## config.mk

```make
export PLATFORM = sky130hd
export DESIGN_NAME = pool2x2_stream_flat
export DESIGN_NICKNAME = d
export VERILOG_FILES = /design/src/rtl/pool_pkg.sv /design/src/rtl/pool2x2_stream_if.sv /design/src/rtl/pool_pair_op.sv /design/src/rtl/pool2x2_stream.sv /design/src/flat_wrapper.sv
export SDC_FILE = /design/constraint.sdc
export NUM_CORES = 1
export LEC_CHECK = 0
export BUFFER_PORTS_ARGS = -buffer_cell sky130_fd_sc_hd__buf_4
export CAP_MARGIN = 30
export CORE_MARGIN = 10
export CORE_UTILIZATION = 60
export CTS_BUF_LIST = sky130_fd_sc_hd__clkbuf_8
export CTS_CLUSTER_SIZE = 28
export DETAILED_ROUTE_END_ITERATION = 12
export PLACE_DENSITY = 0.73
export SYNTH_ARGS = -nofsm -noshare
export SYNTH_HDL_FRONTEND = slang
export SYNTH_SLANG_ARGS = --single-unit
```

## constraint.sdc

```tcl
create_clock -name clk -period 8.2 [get_ports clk]
set_input_delay 0 -clock clk [delete_from_list [all_inputs] [get_ports clk]]
set_output_delay 0 -clock clk [all_outputs]
set_load 0.005 [all_outputs]
```

## src/rtl/pool_pkg.sv

```systemverilog
// pool_pkg: shared mode/state encodings and width helper for the 2x2 pooling stage
package pool_pkg;
    localparam logic POOL_MAX = 1'b0;
    localparam logic POOL_AVG = 1'b1;
    typedef enum logic [1:0] {IDLE, RUN, DONE} state_t;
    function automatic int clog2(input int n);
        for (int r = 1; r < 31; r++)
            if ((1 << r) >= n) return r;
        return 31;
    endfunction
endpackage

```

## src/rtl/pool2x2_stream_if.sv

```systemverilog
// pool2x2_stream_if: pixel stream in/out bundle for the pooling stage
interface pool2x2_stream_if #(parameter int DATA_W = 8);
    logic              frame_start;
    logic              mode;
    logic [DATA_W-1:0] pixel_in;
    logic              pixel_valid_in;
    logic [DATA_W-1:0] pixel_out;
    logic              pixel_valid_out;
    logic              line_end_out;
    logic              frame_done;
    logic              busy;
    modport master (
        output frame_start, mode, pixel_in, pixel_valid_in,
        input  pixel_out, pixel_valid_out, line_end_out, frame_done, busy
    );
    modport slave (
        input  frame_start, mode, pixel_in, pixel_valid_in,
        output pixel_out, pixel_valid_out, line_end_out, frame_done, busy
    );
endinterface

```

## src/rtl/pool_pair_op.sv

```systemverilog
// pool_pair_op: combinational max or widened sum of two operands
module pool_pair_op import pool_pkg::*; #(
    parameter int W = 8
) (
    input  logic         mode,
    input  logic [W-1:0] a,
    input  logic [W-1:0] b,
    output logic [W:0]   y
);
    assign y = mode == POOL_AVG ? {1'b0, a} + {1'b0, b} : {1'b0, a > b ? a : b};
endmodule

```

## src/rtl/pool2x2_stream.sv

```systemverilog
// pool2x2_stream: 2x2 stride-2 max/rounded-average pooling over a raster pixel stream
module pool2x2_stream import pool_pkg::*; #(
    parameter int DATA_W    = 8,
    parameter int IN_WIDTH  = 112,
    parameter int IN_HEIGHT = 112
) (
    input logic              clk,
    input logic              rst,
    pool2x2_stream_if.slave  st
);
    localparam int HW = IN_WIDTH / 2;
    localparam int CW = clog2(IN_WIDTH);
    localparam int RW = clog2(IN_HEIGHT);
    localparam int AW = clog2(HW);

    if ((IN_WIDTH % 2) != 0 || (IN_HEIGHT % 2) != 0 || IN_WIDTH < 2 || IN_HEIGHT < 2) begin : g_bad_geom
        $fatal(1, "pool2x2_stream: IN_WIDTH and IN_HEIGHT must be even and >= 2");
    end

    state_t            state;
    logic [CW-1:0]     col;
    logic [RW-1:0]     row;
    logic              mode_r;
    logic [DATA_W-1:0] hold;
    logic [DATA_W:0]   lb [HW];

    logic              accept, run_mode, last_col, last_row;
    logic [CW-1:0]     c;
    logic [RW-1:0]     r;
    logic [AW-1:0]     idx;
    logic [DATA_W:0]   h;
    logic [DATA_W+1:0] v;
    logic [DATA_W-1:0] pooled;

    // frame_start overrides the stored position and mode so its own pixel is (0,0) of the new frame
    assign accept   = st.pixel_valid_in && (st.frame_start || state == RUN);
    assign c        = st.frame_start ? '0 : col;
    assign r        = st.frame_start ? '0 : row;
    assign run_mode = st.frame_start ? st.mode : mode_r;
    assign idx      = AW'(c >> 1);
    assign last_col = c == CW'(IN_WIDTH - 1);
    assign last_row = r == RW'(IN_HEIGHT - 1);
    assign pooled   = run_mode == POOL_AVG ? DATA_W'((v + 2) >> 2) : v[DATA_W-1:0];
    assign st.busy  = state == RUN;

    pool_pair_op #(.W(DATA_W))     u_h (.mode(run_mode), .a(hold), .b(st.pixel_in), .y(h));
    pool_pair_op #(.W(DATA_W + 1)) u_v (.mode(run_mode), .a(h),    .b(lb[idx]),     .y(v));

    always_ff @(posedge clk)
        if (accept && !r[0] && c[0]) lb[idx] <= h;

    always_ff @(posedge clk or posedge rst) begin
        if (rst) begin
            state              <= IDLE;
            col                <= '0;
            row                <= '0;
            mode_r             <= POOL_MAX;
            hold               <= '0;
            st.pixel_out       <= '0;
            st.pixel_valid_out <= 1'b0;
            st.line_end_out    <= 1'b0;
            st.frame_done      <= 1'b0;
        end else begin
            st.pixel_valid_out <= accept && r[0] && c[0];
            st.line_end_out    <= accept && r[0] && last_col;
            st.frame_done      <= accept && last_row && last_col;
            if (st.frame_start) begin
                state  <= RUN;
                mode_r <= st.mode;
                col    <= '0;
                row    <= '0;
            end
            if (accept) begin
                if (!c[0]) hold <= st.pixel_in;
                if (r[0] && c[0]) st.pixel_out <= pooled;
                col <= last_col ? '0 : c + 1'b1;
                row <= last_col ? (last_row ? '0 : r + 1'b1) : r;
                if (last_col && last_row) state <= DONE;
            end
        end
    end
endmodule

```

## src/flat_wrapper.sv

```systemverilog
// flat-port wrapper written by rule: the top's interface ports become plain ports
module pool2x2_stream_flat import pool_pkg::*;
#(
    parameter int DATA_W    = 8,
    parameter int IN_WIDTH  = 112,
    parameter int IN_HEIGHT = 112
)
  (clk, rst, st_frame_start, st_mode, st_pixel_in, st_pixel_valid_in, st_pixel_out, st_pixel_valid_out, st_line_end_out, st_frame_done, st_busy);
  pool2x2_stream_if #(.DATA_W(DATA_W)) st_i ();
  input logic clk;
  input logic rst;
  input wire logic [$bits(st_i.frame_start)-1:0] st_frame_start;
  input wire logic [$bits(st_i.mode)-1:0] st_mode;
  input wire logic [$bits(st_i.pixel_in)-1:0] st_pixel_in;
  input wire logic [$bits(st_i.pixel_valid_in)-1:0] st_pixel_valid_in;
  output wire logic [$bits(st_i.pixel_out)-1:0] st_pixel_out;
  output wire logic [$bits(st_i.pixel_valid_out)-1:0] st_pixel_valid_out;
  output wire logic [$bits(st_i.line_end_out)-1:0] st_line_end_out;
  output wire logic [$bits(st_i.frame_done)-1:0] st_frame_done;
  output wire logic [$bits(st_i.busy)-1:0] st_busy;
  assign st_i.frame_start = st_frame_start;
  assign st_i.mode = st_mode;
  assign st_i.pixel_in = st_pixel_in;
  assign st_i.pixel_valid_in = st_pixel_valid_in;
  assign st_pixel_out = st_i.pixel_out;
  assign st_pixel_valid_out = st_i.pixel_valid_out;
  assign st_line_end_out = st_i.line_end_out;
  assign st_frame_done = st_i.frame_done;
  assign st_busy = st_i.busy;
  pool2x2_stream #(.DATA_W(DATA_W), .IN_WIDTH(IN_WIDTH), .IN_HEIGHT(IN_HEIGHT)) u_core (.clk(clk), .rst(rst), .st(st_i));
endmodule
```

==> flow_results.xml <==
<?xml version="1.0" encoding="UTF-8"?>
<metrics>
  <group name="clocking">
    <metric name="htreeDepth" unit="">3</metric>
    <metric name="cts_setup_buffers" unit="">0</metric>
    <metric name="post_cts_resize_count" unit="">0</metric>
    <metric name="cts_hold_buf" unit="">12</metric>
    <metric name="clockBufferDepth" unit="">3</metric>
    <metric name="clk_latency" unit="ns">0.67</metric>
    <metric name="cts_tree" unit="">done</metric>
    <metric name="cts-buffers-inserted" unit="">86</metric>
    <metric name="clkSlewWorstSetupHoldPaths" unit="ns">0.06</metric>
    <metric name="clkSinkCount" unit="">540</metric>
    <metric name="clk_root_buffer_cell" unit="">sky130_fd_sc_hd__clkbuf_8</metric>
  </group>
  <group name="yosys">
    <metric name="ys_ff_latch" unit="">540</metric>
    <metric name="syn_area_per_cell" unit="um^2">14.2</metric>
    <metric name="synth.yosys.seq_area_share" unit="%">68.8</metric>
    <metric name="number_of_warning_messages_in_the_yosys_log" unit="">0</metric>
    <metric name="leading_register_cell_type_out_of_synthesis" unit="">sky130_fd_sc_hd__edfxtp_1</metric>
    <metric name="netlist_top_cells_count" unit="">504 x sky130_fd_sc_hd__edfxtp_1, 135 x sky130_fd_sc_hd__nor2_1, 84 x sky130_fd_sc_hd__nand2_1</metric>
    <metric name="syn-num-nets" unit="">1690</metric>
    <metric name="synth.most_common_cell" unit="">sky130_fd_sc_hd__edfxtp_1</metric>
    <metric name="synth-edff-count" unit="">504</metric>
    <metric name="synth.area.top_cells" unit="">sky130_fd_sc_hd__edfxtp_1 65%, sky130_fd_sc_hd__dfrtp_1 3.9%, sky130_fd_sc_hd__mux2i_1 2.9%</metric>
    <metric name="netlist_instances" unit="">1638</metric>
    <metric name="synth_largest_area_cell" unit="">sky130_fd_sc_hd__edfxtp_1</metric>
    <metric name="synth_area" unit="mm^2">0.0233</metric>
    <metric name="synth.top_cell.area_share" unit="%">65.0</metric>
    <metric name="synth_async_sr_flop_share" unit="%">6.67</metric>
    <metric name="synth.distinct_cells" unit="">91</metric>
  </group>
  <group name="run_status">
    <metric name="outcome" unit="">finished, final reports clean</metric>
  </group>
  <group name="global_routing">
    <metric name="first_global_vias" unit="">15499</metric>
    <metric name="global_route_total_overflow" unit="">0</metric>
    <metric name="grt_first_pass_wirelength" unit="um">105000</metric>
    <metric name="grt_util_all_layers" unit="%">30.3</metric>
    <metric name="grt_max_degree" unit="">72</metric>
    <metric name="initial_antenna_violation_count" unit="">2</metric>
  </group>
  <group name="floorplanning">
    <metric name="total_number_of_placement_rows" unit="">72</metric>
    <metric name="fp.dieH" unit="um">217</metric>
    <metric name="die_x" unit="um">217</metric>
    <metric name="coreArea" unit="mm^2">0.0386</metric>
    <metric name="initial_utilization" unit="%">60.4</metric>
    <metric name="io_pins" unit="">25</metric>
    <metric name="dieArea" unit="mm^2">0.0471</metric>
  </group>
  <group name="critical_path">
    <metric name="end_kind" unit="">flop</metric>
    <metric name="worst-endpoint-required" unit="ns">8.72</metric>
    <metric name="worstSetupStartpointType" unit="">flop</metric>
    <metric name="crit_path_start" unit="">u_core.col[1]</metric>
    <metric name="timing.setup.critical_path_class" unit="">reg -&gt; reg</metric>
    <metric name="critical_path.reg2reg.startpoint" unit="">u_core.col[1]</metric>
    <metric name="timing.critical_path.arrival" unit="ns">7.01</metric>
    <metric name="crit_path_max_fanout" unit="">59</metric>
    <metric name="timing.reg2reg.worst_path_depth" unit="">20</metric>
  </group>
  <group name="placement">
    <metric name="port-buffer-count" unit="">24</metric>
    <metric name="global_placer_s_final_weighted_congestion" unit="">0.975</metric>
    <metric name="preCtsSetupSlack" unit="ns">1.92</metric>
    <metric name="placedCellCount" unit="">2161</metric>
    <metric name="hpwlAfterDp" unit="um">46500</metric>
  </group>
  <group name="timing">
    <metric name="final_critical_path_setup_slack" unit="ns">1.71</metric>
    <metric name="fin_crit" unit="ns">6.49</metric>
    <metric name="report.final.setup_viol" unit="">0</metric>
    <metric name="final-hold-violation-count" unit="">0</metric>
    <metric name="max_clock_freq" unit="GHz">0.154</metric>
    <metric name="finalCritPeriodShare" unit="%">79.2</metric>
    <metric name="setup_repair_after_global_routing_missed_its_margin" unit="">false</metric>
    <metric name="worstMarginPinSlew" unit="ns">1.16</metric>
    <metric name="final.setup.tns" unit="ns">0</metric>
    <metric name="relSlewSlack" unit="%">22.2</metric>
    <metric name="final_max_slew_viol_count" unit="">0</metric>
    <metric name="clock_skew" unit="ns">0.0289</metric>
  </group>
  <group name="finish">
    <metric name="n_fill_cell" unit="">2755</metric>
    <metric name="finalNetCount" unit="">1801</metric>
    <metric name="area_delta_synth_final" unit="%">12.0</metric>
    <metric name="fin_cells" unit="">2332</metric>
    <metric name="post_route_cells_drive_above_1_share" unit="%">15.6</metric>
  </group>
  <group name="detailed_routing">
    <metric name="post_route_wl" unit="um">72000</metric>
    <metric name="number_of_remaining_drc_errors" unit="">0</metric>
    <metric name="drt-vias-per-instance" unit="">6.91</metric>
    <metric name="drt_pass1_iterations" unit="">6</metric>
    <metric name="initialDrtViolationCount" unit="">2811</metric>
    <metric name="final_ant_viol_nets" unit="">0</metric>
    <metric name="detail_route.wl_per_cell" unit="um">30.9</metric>
    <metric name="dr_total_vias" unit="">16118</metric>
  </group>
  <group name="power_and_ir_drop">
    <metric name="cellLeakagePower" unit="uW">0.00882</metric>
    <metric name="irDropWorstVdd" unit="V">0.000195</metric>
    <metric name="pwr_density_cell" unit="mW/mm^2">245</metric>
  </group>
  <group name="hold_path">
    <metric name="worst_hold_path_type" unit="">in -&gt; async</metric>
  </group>
  <group name="flow_run">
    <metric name="max_cap_violations" unit="">0</metric>
  </group>
</metrics>
-- worst paths after layout --
| kind | slack, ns | to |
|---|---|---|
| worst max-delay path | 1.71 | u_core.st.pixel_out[7] |
| worst min-delay path | 0.05 | u_core.col[1] |
| worst max register to register | 1.71 | u_core.st.pixel_out[7] |
| worst min register to register | 0.48 | u_core.state[1] |
| max in group asynchronous | 7.77 | u_core.col[3] |
| min in group clk | 0.16 | u_core.hold[0] |
-- placed cells by master, fill, tap and decap left out, drive strengths merged, types with 8 or more instances in the layout --
cell type	instances
xnor2	16
ha	37
a22oi	27
o22ai	69
nor2b	24
o32a	8
buf	105
edfxtp	504
o221ai	23
a31oi	14
o22a	9
a211oi	11
a222oi	8
o211ai	10
dlygate4sd3	12
nor2	136
o21ai	61
clkinv	21
mux2i	67
dfrtp	36
mux2	19
nand2	84
clkbuf	91
and3	8
nand3	27
a221oi	15
inv	79
or3b	8
a21oi	70
a32oi	8
nor3	21
nand2b	19
nor3b	13
-- registers in the layout, indices dropped and copies added, names as in the netlist --
register / count
u_core.st.pixel_out: 8
u_core.row: 7
u_core.mode_r: 1
u_core.st.line_end_out: 1
u_core.state: 2
u_core.hold: 8
u_core.lb: 504
u_core.col: 7
u_core.st.frame_done: 1
u_core.st.pixel_valid_out: 1
-- per-layer routing --
layer  track usage (%)  routed length (um)
met1              39.2               25500
met2              44.9               31600
met3              9.20               10200
met4              17.6                4760
met5                 0                  19
-- final cells by class --
| type | instances | area [um^2] | area share (%) |
|---|---|---|---|
| Inverter | 44 | 165 | 0.633 |
| Timing Repair Buffer | 118 | 995 | 3.81 |
| Multi-Input combinational cell | 959 | 6680 | 25.6 |
| Clock buffer | 90 | 1240 | 4.75 |
| Antenna cell | 1 | 2.50 | 0.00959 |
| Sequential cell | 540 | 16000 | 61.5 |
| Tap cell | 518 | 648 | 2.48 |
| Clock inverter | 62 | 329 | 1.26 |
-- where the power goes --
group	internal, uW	switching [uW]
registers	3230	31.1
clock network	1080	1050
logic	291	721
total	4600	1800
-- cell families after synthesis --
family	Yosys count	share of synthesized area, %
DFF	540	68.8
AOI/OAI and AO/OA	410	12.3
and+or+nand+nor	395	8.53
buffers and inverters	139	2.89
muxes	92	4.38
adders and majority gates	39	2.16
xor gates and xnor gates	23	0.865
-- metrics by stage --
step | area, um^2 | hold WS (ns) | power [uW] | utilization [%]
4_1_cts | 26100 | 0.0259 | 6390 | 67.6
3_5_place_dp | 24400 | 0.159 | 4300 | 63.2
6_report | 26100 | 0.0499 | 6400 | 67.7
5_1_grt | 26100 | 0.0589 | 6610 | 67.7
3_3_place_gp | 24000 | 0.150 | 4280 | 62.3
2_1_floorplan | 23300 | 0.151 | 3920 | -
-- critical path, stage by stage, from the launching register on --
cell                       delay (ns)
sky130_fd_sc_hd__dfrtp_4         0.96
sky130_fd_sc_hd__buf_4           0.59
sky130_fd_sc_hd__or3b_2          0.22
sky130_fd_sc_hd__a21oi_1         0.10
sky130_fd_sc_hd__o41ai_1         0.72
sky130_fd_sc_hd__o311ai_1        0.36
sky130_fd_sc_hd__a211oi_2        0.76
sky130_fd_sc_hd__ha_1            0.43
sky130_fd_sc_hd__nor2_1          0.13
sky130_fd_sc_hd__o311a_1         0.17
sky130_fd_sc_hd__o221ai_1        0.14
sky130_fd_sc_hd__a21boi_1        0.24
sky130_fd_sc_hd__buf_4           0.26
sky130_fd_sc_hd__o21ai_2         0.11
sky130_fd_sc_hd__a21oi_1         0.25
sky130_fd_sc_hd__ha_1            0.19
sky130_fd_sc_hd__inv_1           0.08
sky130_fd_sc_hd__a211oi_1        0.22
sky130_fd_sc_hd__nand4_1         0.14
sky130_fd_sc_hd__xnor2_1         0.16
sky130_fd_sc_hd__o21ai_1         0.07
(Power assumes the default switching activity.)
